[src/rtl/vec_mul_pkg.sv]
// Shared definitions for the vector-multiply sequencer: state encoding and default geometry.
package vec_mul_pkg;

    localparam int DEF_ADDRESSSIZE = 10;
    localparam int DEF_MATRIX_SIZE = 8;
    localparam int DEF_CNT_W       = 11;
    localparam int DEF_PIPE_LAT    = 10;

    typedef enum logic [2:0] {
        IDLE    = 3'd0,
        WLOAD   = 3'd1,
        WRELOAD = 3'd2,
        STREAM  = 3'd3,
        DRAIN   = 3'd4,
        DONE    = 3'd5
    } seq_state_e;

    function automatic logic is_active(input seq_state_e s);
        return (s != IDLE);
    endfunction

endpackage

[src/rtl/vec_mul_sequencer_if.sv]
// Job-control, Weight FIFO, Unified Buffer read and Results SRAM write signals of the sequencer.
interface vec_mul_sequencer_if #(
    parameter int ADDRESSSIZE = vec_mul_pkg::DEF_ADDRESSSIZE,
    parameter int CNT_W       = vec_mul_pkg::DEF_CNT_W
) ();

    logic                   start;
    logic                   abort;
    logic                   reuse_weights;
    logic [ADDRESSSIZE-1:0] src_base;
    logic [ADDRESSSIZE-1:0] dst_base;
    logic [CNT_W-1:0]       num_vec;
    logic                   fifo_empty;
    logic                   fifo_read_enable;
    logic                   weight_reload;
    logic [ADDRESSSIZE-1:0] sram_address;
    logic                   sram_rd_valid;
    logic                   result_we;
    logic [ADDRESSSIZE-1:0] result_address;
    logic                   busy;
    logic                   done;

    modport master (
        input  start, abort, reuse_weights, src_base, dst_base, num_vec, fifo_empty,
        output fifo_read_enable, weight_reload, sram_address, sram_rd_valid,
               result_we, result_address, busy, done
    );

    modport slave (
        output start, abort, reuse_weights, src_base, dst_base, num_vec, fifo_empty,
        input  fifo_read_enable, weight_reload, sram_address, sram_rd_valid,
               result_we, result_address, busy, done
    );

endinterface

[src/rtl/vec_mul_sequencer_valid_delay_line.sv]
// Shift register that carries each UB read-valid forward to the matching Results SRAM write.
module valid_delay_line
    import vec_mul_pkg::*;
#(
    parameter int DEPTH = DEF_PIPE_LAT
) (
    input  logic clk,
    input  logic rstn,
    input  logic clr,
    input  logic din,
    output logic dout,
    output logic any_set
);

    logic [DEPTH-1:0] sr_q;
    logic [DEPTH-1:0] sr_d;

    // Next shift-register contents; clr discards every in-flight valid
    always_comb begin
        sr_d = {DEPTH{1'b0}};
        if (clr) begin
            sr_d = {DEPTH{1'b0}};
        end else begin
            sr_d[0] = din;
            for (int j = 1; j < DEPTH; j++) begin
                sr_d[j] = sr_q[j-1];
            end
        end
    end

    // Shift-register state
    always_ff @(posedge clk or negedge rstn) begin
        if (!rstn) begin
            sr_q <= {DEPTH{1'b0}};
        end else begin
            sr_q <= sr_d;
        end
    end

    assign dout    = sr_q[DEPTH-1];
    assign any_set = |sr_q;

endmodule

[src/rtl/vec_mul_sequencer.sv]
// Job sequencer for the 8x8 vector-multiply datapath: weight tile load, vector streaming,
// fixed-latency result write-back and completion signalling.
module vec_mul_sequencer
    import vec_mul_pkg::*;
#(
    parameter int ADDRESSSIZE = DEF_ADDRESSSIZE,
    parameter int MATRIX_SIZE = DEF_MATRIX_SIZE,
    parameter int CNT_W       = DEF_CNT_W,
    parameter int PIPE_LAT    = DEF_PIPE_LAT
) (
    input  logic                clk,
    input  logic                rstn,
    vec_mul_sequencer_if.master bus
);

    localparam int                     RCNT_W     = (MATRIX_SIZE > 1) ? $clog2(MATRIX_SIZE) : 1;
    localparam logic [RCNT_W-1:0]      RCNT_ZERO  = {RCNT_W{1'b0}};
    localparam logic [RCNT_W-1:0]      RCNT_ONE   = RCNT_W'(1);
    localparam logic [RCNT_W-1:0]      RCNT_LAST  = RCNT_W'(MATRIX_SIZE - 1);
    localparam logic [CNT_W-1:0]       CNT_ZERO   = {CNT_W{1'b0}};
    localparam logic [CNT_W-1:0]       CNT_ONE    = CNT_W'(1);
    localparam logic [ADDRESSSIZE-1:0] ADDR_ZERO  = {ADDRESSSIZE{1'b0}};

    seq_state_e             state_q, state_d;
    logic [RCNT_W-1:0]      rcnt_q, rcnt_d;
    logic [CNT_W-1:0]       i_q, i_d;
    logic [CNT_W-1:0]       k_q, k_d;
    logic [CNT_W-1:0]       num_vec_q, num_vec_d;
    logic [ADDRESSSIZE-1:0] src_base_q, src_base_d;
    logic [ADDRESSSIZE-1:0] dst_base_q, dst_base_d;
    logic [ADDRESSSIZE-1:0] sram_address_q, sram_address_d;
    logic [ADDRESSSIZE-1:0] result_address_q, result_address_d;
    logic                   sram_rd_valid_q, sram_rd_valid_d;
    logic                   weight_reload_q, weight_reload_d;
    logic                   busy_q, busy_d;
    logic                   done_q, done_d;
    logic                   pop_s;
    logic                   result_we_s;
    logic                   pending_s;

    // The pop is the only combinational output so an available row is taken in the same cycle
    assign pop_s = (state_q == WLOAD) && !bus.fifo_empty && !bus.abort;

    valid_delay_line #(
        .DEPTH (PIPE_LAT)
    ) u_valid_delay_line (
        .clk     (clk),
        .rstn    (rstn),
        .clr     (bus.abort),
        .din     (sram_rd_valid_q),
        .dout    (result_we_s),
        .any_set (pending_s)
    );

    // Next-state, counter and registered-output computation
    always_comb begin
        state_d    = state_q;
        rcnt_d     = rcnt_q;
        i_d        = i_q;
        num_vec_d  = num_vec_q;
        src_base_d = src_base_q;
        dst_base_d = dst_base_q;
        if (result_we_s) begin
            k_d = k_q + CNT_ONE;
        end else begin
            k_d = k_q;
        end

        if (bus.abort) begin
            state_d = IDLE;
            rcnt_d  = RCNT_ZERO;
            i_d     = CNT_ZERO;
            k_d     = CNT_ZERO;
        end else begin
            case (state_q)
                IDLE: begin
                    if (bus.start) begin
                        num_vec_d  = bus.num_vec;
                        src_base_d = bus.src_base;
                        dst_base_d = bus.dst_base;
                        rcnt_d     = RCNT_ZERO;
                        i_d        = CNT_ZERO;
                        k_d        = CNT_ZERO;
                        if (bus.num_vec == CNT_ZERO) begin
                            state_d = DONE;
                        end else if (bus.reuse_weights) begin
                            state_d = STREAM;
                        end else begin
                            state_d = WLOAD;
                        end
                    end else begin
                        state_d = IDLE;
                    end
                end
                WLOAD: begin
                    if (pop_s) begin
                        if (rcnt_q == RCNT_LAST) begin
                            rcnt_d  = RCNT_ZERO;
                            state_d = WRELOAD;
                        end else begin
                            rcnt_d = rcnt_q + RCNT_ONE;
                        end
                    end else begin
                        rcnt_d = rcnt_q;
                    end
                end
                WRELOAD: begin
                    state_d = STREAM;
                    i_d     = CNT_ZERO;
                end
                STREAM: begin
                    if (i_q == num_vec_q - CNT_ONE) begin
                        state_d = DRAIN;
                    end else begin
                        i_d = i_q + CNT_ONE;
                    end
                end
                DRAIN: begin
                    if (!pending_s) begin
                        state_d = DONE;
                    end else begin
                        state_d = DRAIN;
                    end
                end
                DONE: begin
                    state_d = IDLE;
                    i_d     = CNT_ZERO;
                    k_d     = CNT_ZERO;
                end
                default: begin
                    state_d = IDLE;
                end
            endcase
        end

        // Outputs are decoded from the next state so they line up with the registered state
        sram_rd_valid_d = (state_d == STREAM);
        weight_reload_d = (state_d == WRELOAD);
        busy_d          = is_active(state_d);
        done_d          = (state_d == DONE);
        if (sram_rd_valid_d) begin
            sram_address_d = src_base_d + ADDRESSSIZE'(i_d);
        end else begin
            sram_address_d = ADDR_ZERO;
        end
        if (state_d == IDLE) begin
            result_address_d = ADDR_ZERO;
        end else begin
            result_address_d = dst_base_d + ADDRESSSIZE'(k_d);
        end
    end

    // FSM state, counters, latched job configuration and registered outputs
    always_ff @(posedge clk or negedge rstn) begin
        if (!rstn) begin
            state_q          <= IDLE;
            rcnt_q           <= RCNT_ZERO;
            i_q              <= CNT_ZERO;
            k_q              <= CNT_ZERO;
            num_vec_q        <= CNT_ZERO;
            src_base_q       <= ADDR_ZERO;
            dst_base_q       <= ADDR_ZERO;
            sram_address_q   <= ADDR_ZERO;
            result_address_q <= ADDR_ZERO;
            sram_rd_valid_q  <= 1'b0;
            weight_reload_q  <= 1'b0;
            busy_q           <= 1'b0;
            done_q           <= 1'b0;
        end else begin
            state_q          <= state_d;
            rcnt_q           <= rcnt_d;
            i_q              <= i_d;
            k_q              <= k_d;
            num_vec_q        <= num_vec_d;
            src_base_q       <= src_base_d;
            dst_base_q       <= dst_base_d;
            sram_address_q   <= sram_address_d;
            result_address_q <= result_address_d;
            sram_rd_valid_q  <= sram_rd_valid_d;
            weight_reload_q  <= weight_reload_d;
            busy_q           <= busy_d;
            done_q           <= done_d;
        end
    end

    assign bus.fifo_read_enable = pop_s;
    assign bus.weight_reload    = weight_reload_q;
    assign bus.sram_address     = sram_address_q;
    assign bus.sram_rd_valid    = sram_rd_valid_q;
    assign bus.result_we        = result_we_s;
    assign bus.result_address   = result_address_q;
    assign bus.busy             = busy_q;
    assign bus.done             = done_q;

endmodule

[src/flat_wrapper.sv]
// flat-port wrapper written by rule: the top's interface ports become plain ports
module vec_mul_sequencer_flat import vec_mul_pkg::*;
#(
    parameter int ADDRESSSIZE = DEF_ADDRESSSIZE,
    parameter int MATRIX_SIZE = DEF_MATRIX_SIZE,
    parameter int CNT_W       = DEF_CNT_W,
    parameter int PIPE_LAT    = DEF_PIPE_LAT
)
  (clk, rstn, bus_start, bus_abort, bus_reuse_weights, bus_src_base, bus_dst_base, bus_num_vec, bus_fifo_empty, bus_fifo_read_enable, bus_weight_reload, bus_sram_address, bus_sram_rd_valid, bus_result_we, bus_result_address, bus_busy, bus_done);
  vec_mul_sequencer_if #(.ADDRESSSIZE(ADDRESSSIZE), .CNT_W(CNT_W)) bus_i ();
  input  logic clk;
  input  logic rstn;
  input wire logic [$bits(bus_i.start)-1:0] bus_start;
  input wire logic [$bits(bus_i.abort)-1:0] bus_abort;
  input wire logic [$bits(bus_i.reuse_weights)-1:0] bus_reuse_weights;
  input wire logic [$bits(bus_i.src_base)-1:0] bus_src_base;
  input wire logic [$bits(bus_i.dst_base)-1:0] bus_dst_base;
  input wire logic [$bits(bus_i.num_vec)-1:0] bus_num_vec;
  input wire logic [$bits(bus_i.fifo_empty)-1:0] bus_fifo_empty;
  output wire logic [$bits(bus_i.fifo_read_enable)-1:0] bus_fifo_read_enable;
  output wire logic [$bits(bus_i.weight_reload)-1:0] bus_weight_reload;
  output wire logic [$bits(bus_i.sram_address)-1:0] bus_sram_address;
  output wire logic [$bits(bus_i.sram_rd_valid)-1:0] bus_sram_rd_valid;
  output wire logic [$bits(bus_i.result_we)-1:0] bus_result_we;
  output wire logic [$bits(bus_i.result_address)-1:0] bus_result_address;
  output wire logic [$bits(bus_i.busy)-1:0] bus_busy;
  output wire logic [$bits(bus_i.done)-1:0] bus_done;
  assign bus_i.start = bus_start;
  assign bus_i.abort = bus_abort;
  assign bus_i.reuse_weights = bus_reuse_weights;
  assign bus_i.src_base = bus_src_base;
  assign bus_i.dst_base = bus_dst_base;
  assign bus_i.num_vec = bus_num_vec;
  assign bus_i.fifo_empty = bus_fifo_empty;
  assign bus_fifo_read_enable = bus_i.fifo_read_enable;
  assign bus_weight_reload = bus_i.weight_reload;
  assign bus_sram_address = bus_i.sram_address;
  assign bus_sram_rd_valid = bus_i.sram_rd_valid;
  assign bus_result_we = bus_i.result_we;
  assign bus_result_address = bus_i.result_address;
  assign bus_busy = bus_i.busy;
  assign bus_done = bus_i.done;
  vec_mul_sequencer #(.ADDRESSSIZE(ADDRESSSIZE), .MATRIX_SIZE(MATRIX_SIZE), .CNT_W(CNT_W), .PIPE_LAT(PIPE_LAT)) u_core (.clk(clk), .rstn(rstn), .bus(bus_i));
endmodule
[config.mk]
export PLATFORM = sky130hd
export DESIGN_NAME = vec_mul_sequencer_flat
export DESIGN_NICKNAME = d
export VERILOG_FILES = /design/src/rtl/vec_mul_pkg.sv /design/src/rtl/vec_mul_sequencer_if.sv /design/src/rtl/vec_mul_sequencer_valid_delay_line.sv /design/src/rtl/vec_mul_sequencer.sv /design/src/flat_wrapper.sv
export SDC_FILE = /design/constraint.sdc
export NUM_CORES = 1
export LEC_CHECK = 0
export BUFFER_PORTS_ARGS = -buffer_cell sky130_fd_sc_hd__buf_2
export CAP_MARGIN = 20
export CORE_ASPECT_RATIO = 0.6
export CORE_MARGIN = 10
export CORE_UTILIZATION = 40
export CTS_BUF_LIST = sky130_fd_sc_hd__clkbuf_16
export DETAILED_ROUTE_END_ITERATION = 8
export GPL_ROUTABILITY_DRIVEN = 0
export SLEW_MARGIN = 20
export SYNTH_ARGS = -nofsm -noshare
export SYNTH_HDL_FRONTEND = slang
export SYNTH_SLANG_ARGS = --single-unit
[constraint.sdc]
create_clock -name clk -period 4.05 [get_ports clk]
set_input_delay 0.2025 -clock clk [delete_from_list [all_inputs] [get_ports clk]]
set_output_delay 0.2025 -clock clk [all_outputs]
set_load 0.01 [all_outputs]
# [After elaboration in Yosys (flattened, before gate mapping)]
# Index checks and enable logic that the tools add are counted.
[word_totals] register_bits=93 inputBits=37
[classes] n_addsub=6 eq_ne=13 mux=31 bitwise_logic=1 n_reduce_logical=15
[ops] cell="$mux 10" count=9
[ops] cell="$mux 11" count=6
[ops] cell="$pmux 11 s3" count=1
[ops] cell="$mux 3" count=10
[ops] cell="$add 11x1->11 const B" count=2
[ops] cell="$pmux 11 s2" count=1
[ops] cell="$add 10x10->10" count=2
[ops] cell="$pmux 3 s5" count=1
[ops] cell="$eq 3x2->1 const B" count=4
[ops] cell="$eq 3x3->1 const B" count=4
[ops] cell="$eq 11x11->1" count=1
[ops] cell="$logic_not 11->1" count=1
[ops] cell="$sub 11x1->11 const B" count=1
[ops] cell="$reduce_or 10->1" count=1
[ops] cell="$ne 3x3->1 const B" count=3
[ops] cell="$reduce_and 3->1" count=3
[ops] cell="$logic_not 3->1" count=2
[ops] cell="$pmux 3 s2" count=1
[ops] cell="$reduce_bool 3->1" count=2
[ops] cell="$reduce_bool 4->1" count=1
[ops] cell="$add 3x1->3 const B" count=1
[ops] cell="$eq 3x1->1 const B" count=1
[ops] cell="$logic_and 1x1->1" count=2
[ops] cell="$logic_not 1->1" count=2
[ops] cell="4 further kinds" count=4

# [Logic depth before layout (Yosys ltp)]
# Gate-level depths: netlist (run 1).
[depth] ltp_word=8 ltp_mapped=22

# [By module]
# From an unflattened synthesis (run 1), not the netlist that was laid out.
[hier_totals] hier_cells=483 area_unflattened_um2=4938.5
[modules_own_cells] module="vec_mul_sequencer" n_inst=1 cells_each=459 area_each_um2=4604.4
[modules_own_cells] module="valid_delay_line" n_inst=1 cells_each=24 area_each_um2=334.1

# [Worst setup path after synthesis (run 1)]
# No wires, ideal clock.
[synth_path] kind="flip-flop to flip-flop" from="reg u_core.num_vec_q[0]" to="reg u_core.sram_address_q[9] (netlist: u_core.bus.sram_address[9])" setup_time_ps=79 arrival_time_ps=4363 required_time_ps=3971 setup_slack_ps=-392 path_stages_with_launch=21 path_buffers=2 path_cell_list="dfrtp_1 > inv_1 > ha_1 > nand2b_4 > buf_6 > or4b_2 > a211oi_2 > nand3_2 > buf_2 > nor2_1 > nor2_1 > a211oi_1 > ha_1 > a21o_1 > a21o_1 > a21oi_1 > o21a_1 > or3_1 > and3_1 > or4_1 > mux2i_1"
[synth_between] elab_chain_cells=7 elab_cells_between_ends=11 classes_between="add/sub: 2; eq/ne: 2; mux: 7"
[synth_rtl] item="start, declared" line_no="vec_mul_sequencer.sv:28" source="logic [CNT_W-1:0] num_vec_q, num_vec_d;"
[synth_rtl] item="start signal, assigned" line_no="vec_mul_sequencer.sv:174" source="num_vec_q <= num_vec_d;"
[synth_rtl] item="$sub 11x1->11" line_no="vec_mul_sequencer.sv:112" source="if (i_q == num_vec_q - CNT_ONE) begin"
[synth_rtl] item="$eq 11x11->1" line_no="vec_mul_sequencer.sv:112"
[synth_rtl] item="$mux 11" line_no="vec_mul_sequencer.sv:112"
[synth_rtl] item="$pmux 11 s3" line_no="vec_mul_sequencer.sv:75" source="case (state_q)"
[synth_rtl] item="$mux 11" line_no="vec_mul_sequencer.sv:69" source="if (bus.abort) begin"
[synth_rtl] item="net u_core.i_d[0]" line_no="vec_mul_sequencer.sv:26" source="logic [CNT_W-1:0] i_q, i_d;"
[synth_rtl] item="$add 10x10->10" line_no="vec_mul_sequencer.sv:142" source="sram_address_d = src_base_d + ADDRESSSIZE'(i_d);"
[synth_rtl] item="$mux 10" line_no="vec_mul_sequencer.sv:141" source="if (sram_rd_valid_d) begin"
[synth_rtl] item="net u_core.sram_address_d[9]" line_no="vec_mul_sequencer.sv:31" source="logic [ADDRESSSIZE-1:0] sram_address_q, sram_address_d;"
[synth_rtl] item="end signal, assigned" line_no="vec_mul_sequencer.sv:177" source="sram_address_q <= sram_address_d;"
[synth_rtl] item="end, declared" line_no="vec_mul_sequencer.sv:31"
# The timed path passes the listed nets, and every way through them passes these cells. The select of a mux whose other input is x is not followed.
# A chain may end at the register's enable or synchronous reset.

# [Worst setup path in the final report (run 1)]
[layout_path] from="reg u_core.num_vec_q[4]" to="reg u_core.sram_address_q[9] (netlist: u_core.bus.sram_address[9])"
# Same word-level chain as after synthesis.

==> metrics, run 1 <==
Antenna Violating Nets Remaining=0; buffer and inverter count on the worst path=1; dominant combinational cell family by area after synthesis=simple AND/OR/NAND/NOR gates; transition time of the tightest slew-check pin=between 0.8 and 0.9 ns; slowest cell on the critical path=sky130_fd_sc_hd__or4_4; cell count after placement=around 700; WHS=about 0.093 ns; result of the run=finished, violations left; GR peak layer=met1; clock-pin slew on the worst setup and hold paths=~0.070 ns; die boundary height=between 100 and 150 um; number of enable-type register cells in the synthesized netlist=0; cell area after technology mapping=slightly below 5000 um2; layout-stage area growth over the synthesis result=25.4%; Worst setup SP type=register; category of cells accounting for the largest share of critical-path delay=simple AND/OR/NAND/NOR gates; series of cell instances along the critical path=buf_4, or2_4, or4_4, a211oi_2, nand3b_1, nand3_4, nor2_4, nor2_1, a211oi_2, ha_2, a21o_1, a21o_1, a21oi_2, o21a_1, or3_1, and3_4, or4_1, mux2i_1; fraction of layout cells with a size suffix above 1=0.334; detailed-route vias per instance=about 5.2; detailed router's first-iteration violation count=188; clock sinks=92; met2 usage in global routing=0.203; clock tree from TritonCTS=built; max-capacitance violation count=0; compound-gate portion of the synthesized area=0.122; final antenna diode count=0; floorplan die area=approximately 17000 um2; Yosys warning count=0; sequential cell area in the final layout=2300 um2; initial cell density of the core=0.409; Distinct cells, synth=65; synthesized netlist net count=approximately 520; Avg WL per Cell=around 17 um; setup clock skew after layout=0.00424 ns; slowest cell delay on critical path=0.50 ns; commonest cells after routing, fill and taps aside=sky130_fd_sc_hd__dfrtp_1 (92), sky130_fd_sc_hd__buf_2 (61), sky130_fd_sc_hd__buf_4 (42); power per unit of standard cell area=between 400 and 500 nW/um2; total wire length=between 10000 and 15000 um; total iterations of the first detailed-routing run=4; violated checks=negative setup slack; H-tree lvl count=3; P_leak=roughly 2.9 nW; DRC viols=0; buffer type at the clock tree root=sky130_fd_sc_hd__clkbuf_16; worst slew slack as a fraction of its limit=0.444; maximum number of pins on one net before global-route repair=54; number of antenna violations at the first check in global routing=0; share of the synthesized netlist area taken by xor and xnor gates=0.0667; maximum vdd ir drop=0.205 mV; critical-path maximum fanout=6; post-synthesis share of cell area spent on and, or, nand and nor gates=0.173; post-synthesis adder-cell area fraction=0.0664; wire length of the first global-routing pass=just over 20000 um; count of buffers inserted at the top-level ports=62; area post-placement=5700 um2; Required @ worst endpoint=approximately 4.3 ns; minimum period implied by the final worst setup slack=approximately 4.1 ns; number of vias in the routed layout=around 3800; RSZ-0062 raised after global routing=yes; number of fill cells in the layout=about 1100; share of cell area taken by muxes after synthesis=0.0720; fraction of the cycle the final worst path needs=1.02; number of instances in the synthesized netlist=460; vias in the first global route=between 3000 and 4000; commonest non-fill, non-tap cell in the layout=sky130_fd_sc_hd__dfrtp_1; highest attainable clock frequency=0.242 GHz; overall track demand over capacity in global routing=0.144; HP Class=in -> reg; data arrival time of the critical path=approximately 4.4 ns; global-route track usage on met3=0.0347; Post-layout nets=617; I/O Pins=63; share of the yosys chip area belonging to registers=0.467; Primary FF master, synth=sky130_fd_sc_hd__dfrtp_1; max-slew violation count=0; Power Total=2.72 mW; share of flip-flops with an asynchronous set or reset after synthesis=1.00; type of destination of the critical path=register; number of buffers inserted during clock tree synthesis=9; Setup Total Neg Slack=-0.0796 ns; estimated wirelength of the detail-placed design=a little under 9000 um; average footprint of a synthesized cell=10.7 um2; Hold Vio Cnt, Final=0; remaining global-route overflow=0; register bit total from synthesis=92; Placement Rows=31; final design utilization=0.513; source-to-sink clock delay at the later pin of the worst-skew pair=about 0.34 ns; startpoint-to-endpoint class of the critical path=reg -> reg; non-filler instance count after layout=725; endpoints failing setup=1; GRT met1 Usage=0.213; standard cell core area=approximately 12000 um2; post-route cell area=slightly above 6000 um2; post-route worst setup slack=-0.0796 ns; Setup WS pre-CTS=-0.205 ns; maximum clock path buffer count=2; combined area of the multi-input logic cells=approximately 2600 um2; die outline width=163 um
[synth_stat cells, types with 3 or more instances]
cell type	number	area [um2]
sky130_fd_sc_hd__a41oi_1	5	43.8
sky130_fd_sc_hd__nand2_1	20	75.1
sky130_fd_sc_hd__nor4_1	7	43.8
sky130_fd_sc_hd__mux2_2	28	315
sky130_fd_sc_hd__or4_1	6	45.0
sky130_fd_sc_hd__buf_2	4	20.0
sky130_fd_sc_hd__nor3_1	11	55.1
sky130_fd_sc_hd__nand3_1	8	40.0
sky130_fd_sc_hd__xnor2_1	18	158
sky130_fd_sc_hd__dfrtp_1	92	2300
sky130_fd_sc_hd__nor2b_1	11	68.8
sky130_fd_sc_hd__o21ai_0	10	50.1
sky130_fd_sc_hd__clkbuf_1	15	56.3
sky130_fd_sc_hd__ha_1	23	288
sky130_fd_sc_hd__and3_1	7	43.8
sky130_fd_sc_hd__mux2i_1	4	40.0
sky130_fd_sc_hd__a21oi_1	25	125
sky130_fd_sc_hd__o211ai_1	3	22.5
sky130_fd_sc_hd__inv_1	14	52.6
sky130_fd_sc_hd__nor2_1	35	131
sky130_fd_sc_hd__o21bai_1	5	37.5
sky130_fd_sc_hd__xor2_1	17	149
sky130_fd_sc_hd__o21ai_1	6	30.0
sky130_fd_sc_hd__or3_1	7	43.8
sky130_fd_sc_hd__and2_1	14	87.6
sky130_fd_sc_hd__a21o_1	10	75.1
sky130_fd_sc_hd__a31oi_1	3	18.8
sky130_fd_sc_hd__nand4_1	8	50.1
[worst register-to-register path, delay by kind of cell, from the launching register on]
kind	cells	cell delay (ns)
AO/OA/AOI/OAI	6	0.94
multiplexers	1	0.14
AND/OR/NAND/NOR	9	2.21
adder cells (fa/ha/maj)	1	0.23
flip-flops	1	0.39
buffers and inverters	1	0.16
[flip-flops by register name, indices dropped and copies added, names as in the netlist]
register                        cells
u_core.num_vec_q                   11
u_core.rcnt_q                       3
u_core.bus.sram_address            10
u_core.bus.result_address          10
u_core.src_base_q                  10
u_core.bus.sram_rd_valid            1
u_core.u_valid_delay_line.sr_q     10
u_core.i_q                         11
u_core.dst_base_q                  10
u_core.bus.busy                     1
u_core.bus.done                     1
u_core.state_q                      3
u_core.bus.weight_reload            1
u_core.k_q                         10
[kinds of logic (layout without fill, tap and decap cells)]
kind of cell,count (synthesis),in the layout
AND/OR/NAND/NOR,152,152
flip-flops,92,92
AO/OA/AOI/OAI,86,86
buffers and inverters,37,137
XOR/XNOR,36,36
multiplexers,32,32
adder cells (fa/ha/maj),25,25
[power by group]
group,switching [mW],leakage [nW],internal (mW)
clock network,0.382,0.170,0.609
logic,0.341,1.52,0.315
registers,0.0529,1.21,1.02
total,0.776,2.90,1.95
[path summary, 6_finish.rpt]
| check | startpoint | endpoint | slack [ns] | cells after the start |
|---|---|---|---|---|
| min in group asynchronous | rstn | u_core.bus.sram_address[6] | 0.38 | 2 |
| min reg2reg | u_core.u_valid_delay_line.sr_q[8] | u_core.u_valid_delay_line.sr_q[9] | 0.49 | 1 |
| max | u_core.num_vec_q[4] | u_core.bus.sram_address[9] | -0.08 | 18 |
| max in group asynchronous | rstn | u_core.num_vec_q[1] | 2.57 | 3 |
| min | bus_num_vec[1] | u_core.num_vec_q[1] | 0.09 | 3 |
| max reg2reg | u_core.num_vec_q[4] | u_core.bus.sram_address[9] | -0.08 | 18 |
[layer usage]
layer | vias to the layer above | part of all wire
li1 | 1847 | -
met1 | 1829 | 0.53
met2 | 84 | 0.41
met3 | 12 | 0.050
met4 | 0 | 0.0098
met5 | - | 0
[what timing repair did]
| item | CTS | global route |
|---|---|---|
| resized for setup | 8 | 10 |
| hold buffers | 1 | 0 |
| pin swaps | 4 | 11 |
| endpoints found under the hold margin | 39 | 0 |
| endpoints found under the setup margin | 2 | 3 |
| buffers inserted | 4 | 2 |
[final cells by class]
class,count,area share
Sequential cell,92,0.372
Multi-Input combinational cell,331,0.421
Tap cell,165,0.0334
Clock inverter,7,0.0198
Clock buffer,9,0.0364
Inverter,15,0.00950
Timing Repair Buffer,106,0.108
Power figures use the tool's default switching activity.
==> run 2, diff against run 1 <==
Settings changed: REMOVE_ABC_BUFFERS set to 1, SKIP_CTS_REPAIR_TIMING set to 1.
==> metrics, run 2 (synthesized netlist as in run 1, its figures left out) <==
result of the run=finished, violations left; violated checks=negative hold slack, negative setup slack; Hold Vio Cnt, Final=60 (+60); maximum number of pins on one net before global-route repair=62 (+15%); standard cell core area=12100 um2 (unchanged); most frequent cell on the critical path=sky130_fd_sc_hd__a21o_1; total wire length=12400 um (+2.4%); clock network fraction of total power=0.323 (-0.041); worst slew slack as a fraction of its limit=0.472 (+0.0280); launching point of the worst reg2reg path=u_core.num_vec_q[1]; floorplan die area=17300 um2 (unchanged); fraction of the cycle the final worst path needs=1.03 (+0.00789); final design utilization=0.511 (-0.00228); Worst setup SP type=register; HP Class=in -> async; Antenna Violating Nets Remaining=0 (unchanged); detailed router's first-iteration violation count=265 (+41%); fraction of layout cells with a size suffix above 1=0.344 (+0.0100); combinational share of power=0.261 (+0.020); layout-stage area growth over the synthesis result=24.9%; slowest cell on the critical path=sky130_fd_sc_hd__or4b_1; switching power=0.774 mW (-0.24%); transition time of the tightest slew-check pin=0.792 ns (-0.0384 ns); endpoint of the worst register-to-register path=u_core.bus.sram_address[9]; Required @ worst endpoint=4.32 ns (about the same); number of vias in the routed layout=3801 (+0.77%); Post-layout nets=621 (+0.65%); wire length of the first global-routing pass=20100 um (-0.71%); die outline width=163 um (unchanged); overall track demand over capacity in global routing=0.144 (-0.000385); total iterations of the first detailed-routing run=4 (unchanged); data arrival time of the critical path=4.43 ns (+0.03 ns); maximum clock path buffer count=2 (unchanged); count of buffers inserted at the top-level ports=62 (unchanged); vias in the first global route=3831 (-0.052%); maximum vdd ir drop=0.235 mV (+15%); slowest cell delay on critical path=0.47 ns (-0.03 ns); internal cell power=1.83 mW (-6.1%); sum of met2 wire segment lengths after detailed routing=5110 um (+2.2%); die boundary height=106 um (unchanged); estimated wirelength of the detail-placed design=9330 um (+5.6%); Power Total=2.60 mW (-4.5%); net switching share of the total power=0.298 (+0.0126); P_leak=2.90 nW (about the same); initial cell density of the core=0.409 (unchanged); clock-pin slew on the worst setup and hold paths=0.07 ns (about the same); series of cell instances along the critical path=or3_4, o21ai_1, or4b_1, nand3b_1, nand3_2, nor2_2, nor2_1, a211oi_2, ha_2, a21o_1, a21o_1, a21oi_2, o21a_1, or3_1, and3_4, or4_1, mux2i_1; met1 routed wirelength after detailed routing=6390 um (-0.62%); minimum period implied by the final worst setup slack=4.16 ns (+0.0319 ns); met3 routed WL=803 um (+33%); clock tree from TritonCTS=built; logic depth of the worst register-to-register path=17 (-1); type of destination of the critical path=register; WHS=-0.0712 ns (-0.164 ns); RSZ-0062 raised after global routing=yes; post-route worst setup slack=-0.112 ns (-0.0319 ns); max-capacitance violation count=0 (unchanged); Avg WL per Cell=17.1 um (+1.8%); clock sinks=92 (unchanged); highest attainable clock frequency=0.240 GHz (-0.77%); worst-case register-to-register setup slack=-0.11 ns (-0.03 ns); DRC viols=0 (unchanged); source-to-sink clock delay at the later pin of the worst-skew pair=0.34 ns (about the same); highest routing layer actually used=met4; final antenna diode count=0 (unchanged); buffer and inverter count on the worst path=0 (-1); I/O Pins=63 (unchanged); critical-path maximum fanout=3 (-3); category of cells accounting for the largest share of critical-path delay=simple AND/OR/NAND/NOR gates; sequential power share=0.416 (+0.021); commonest cells after routing, fill and taps aside=sky130_fd_sc_hd__dfrtp_1 (92), sky130_fd_sc_hd__buf_2 (61), sky130_fd_sc_hd__buf_4 (48); H-tree lvl count=3 (unchanged); leading registers by flop count=u_core.i_q (11), u_core.num_vec_q (11); remaining global-route overflow=0 (unchanged); detailed-route vias per instance=5.21 (+0.22%); Placement Rows=31 (unchanged); buffer type at the clock tree root=sky130_fd_sc_hd__clkbuf_16; startpoint-to-endpoint class of the critical path=reg -> reg; endpoints failing setup=1 (unchanged); power per unit of standard cell area=422 nW/um2 (-4.0%); max-slew violation count=0 (unchanged); number of buffers inserted during clock tree synthesis=9 (unchanged); number of antenna violations at the first check in global routing=0 (unchanged); Setup WS pre-CTS=-0.268 ns (-0.0631 ns); setup clock skew after layout=0.00713 ns (+0.00288 ns); commonest non-fill, non-tap cell in the layout=sky130_fd_sc_hd__dfrtp_1
-- run 2: metal layers --
| metal | up-vias | track usage |
|---|---|---|
| li1 | 1845 | - |
| met1 | 1839 | 0.214 |
| met2 | 103 | 0.194 |
| met3 | 14 | 0.0428 |
| met4 | 0 | 0.0429 |
| met5 | - | 0 |
-- run 2: cell type report --
class | instances | area (um2)
clock buffer | 9 | 225
inverter | 15 | 58.8
timing repair buffer | 110 | 677
fill | 1082 | 5900
clock inverter | 7 | 67.6
tap | 165 | 206
sequential | 92 | 2300
multi-input combinational | 331 | 2630
-- run 2: through the flow --
stage	cell area, um2	std cells	TNS (ns)
after CTS	5960	723	-0.539
final	6160	729	-0.112
after global routing	6160	729	-0.434
after detailed placement	5670	707	-0.454
after floorplan	4830	438	-0.344
after global placement	5670	707	-0.204
-- run 2: worst register-to-register path, stage by stage (launching register included) --
cell	delay [ns]
sky130_fd_sc_hd__dfrtp_1	0.41
sky130_fd_sc_hd__or3_4	0.42
sky130_fd_sc_hd__o21ai_1	0.21
sky130_fd_sc_hd__or4b_1	0.47
sky130_fd_sc_hd__nand3b_1	0.14
sky130_fd_sc_hd__nand3_2	0.13
sky130_fd_sc_hd__nor2_2	0.16
sky130_fd_sc_hd__nor2_1	0.07
sky130_fd_sc_hd__a211oi_2	0.25
sky130_fd_sc_hd__ha_2	0.23
sky130_fd_sc_hd__a21o_1	0.11
sky130_fd_sc_hd__a21o_1	0.16
sky130_fd_sc_hd__a21oi_2	0.07
sky130_fd_sc_hd__o21a_1	0.19
sky130_fd_sc_hd__or3_1	0.37
sky130_fd_sc_hd__and3_4	0.18
sky130_fd_sc_hd__or4_1	0.39
sky130_fd_sc_hd__mux2i_1	0.13
-- run 2: how the worst max path moves through the flow --
stage                        start                    endpoint  slack (ns)  depth (start not counted)
2_1_floorplan  u_core.num_vec_q[0]  u_core.bus.sram_address[9]       -0.29                         18
3_5_place_dp   u_core.num_vec_q[1]  u_core.bus.sram_address[9]       -0.27                         18
5_1_grt        u_core.num_vec_q[1]  u_core.bus.sram_address[9]       -0.29                         17
6_report       u_core.num_vec_q[1]  u_core.bus.sram_address[9]       -0.11                         17
3_3_place_gp   u_core.num_vec_q[4]  u_core.bus.sram_address[9]       -0.15                         16
4_1_cts        u_core.num_vec_q[1]  u_core.bus.sram_address[9]       -0.28                         18
-- run 2: power by group through the flow --
stage	sequential (mW)	combinational, mW	clock (mW)
finish	1.08	0.679	0.840
global route	1.09	0.747	0.898
CTS	1.08	0.626	0.863
detailed placement	1.09	0.622	0
global placement	1.09	0.610	0
floorplan	1.10	0.354	0
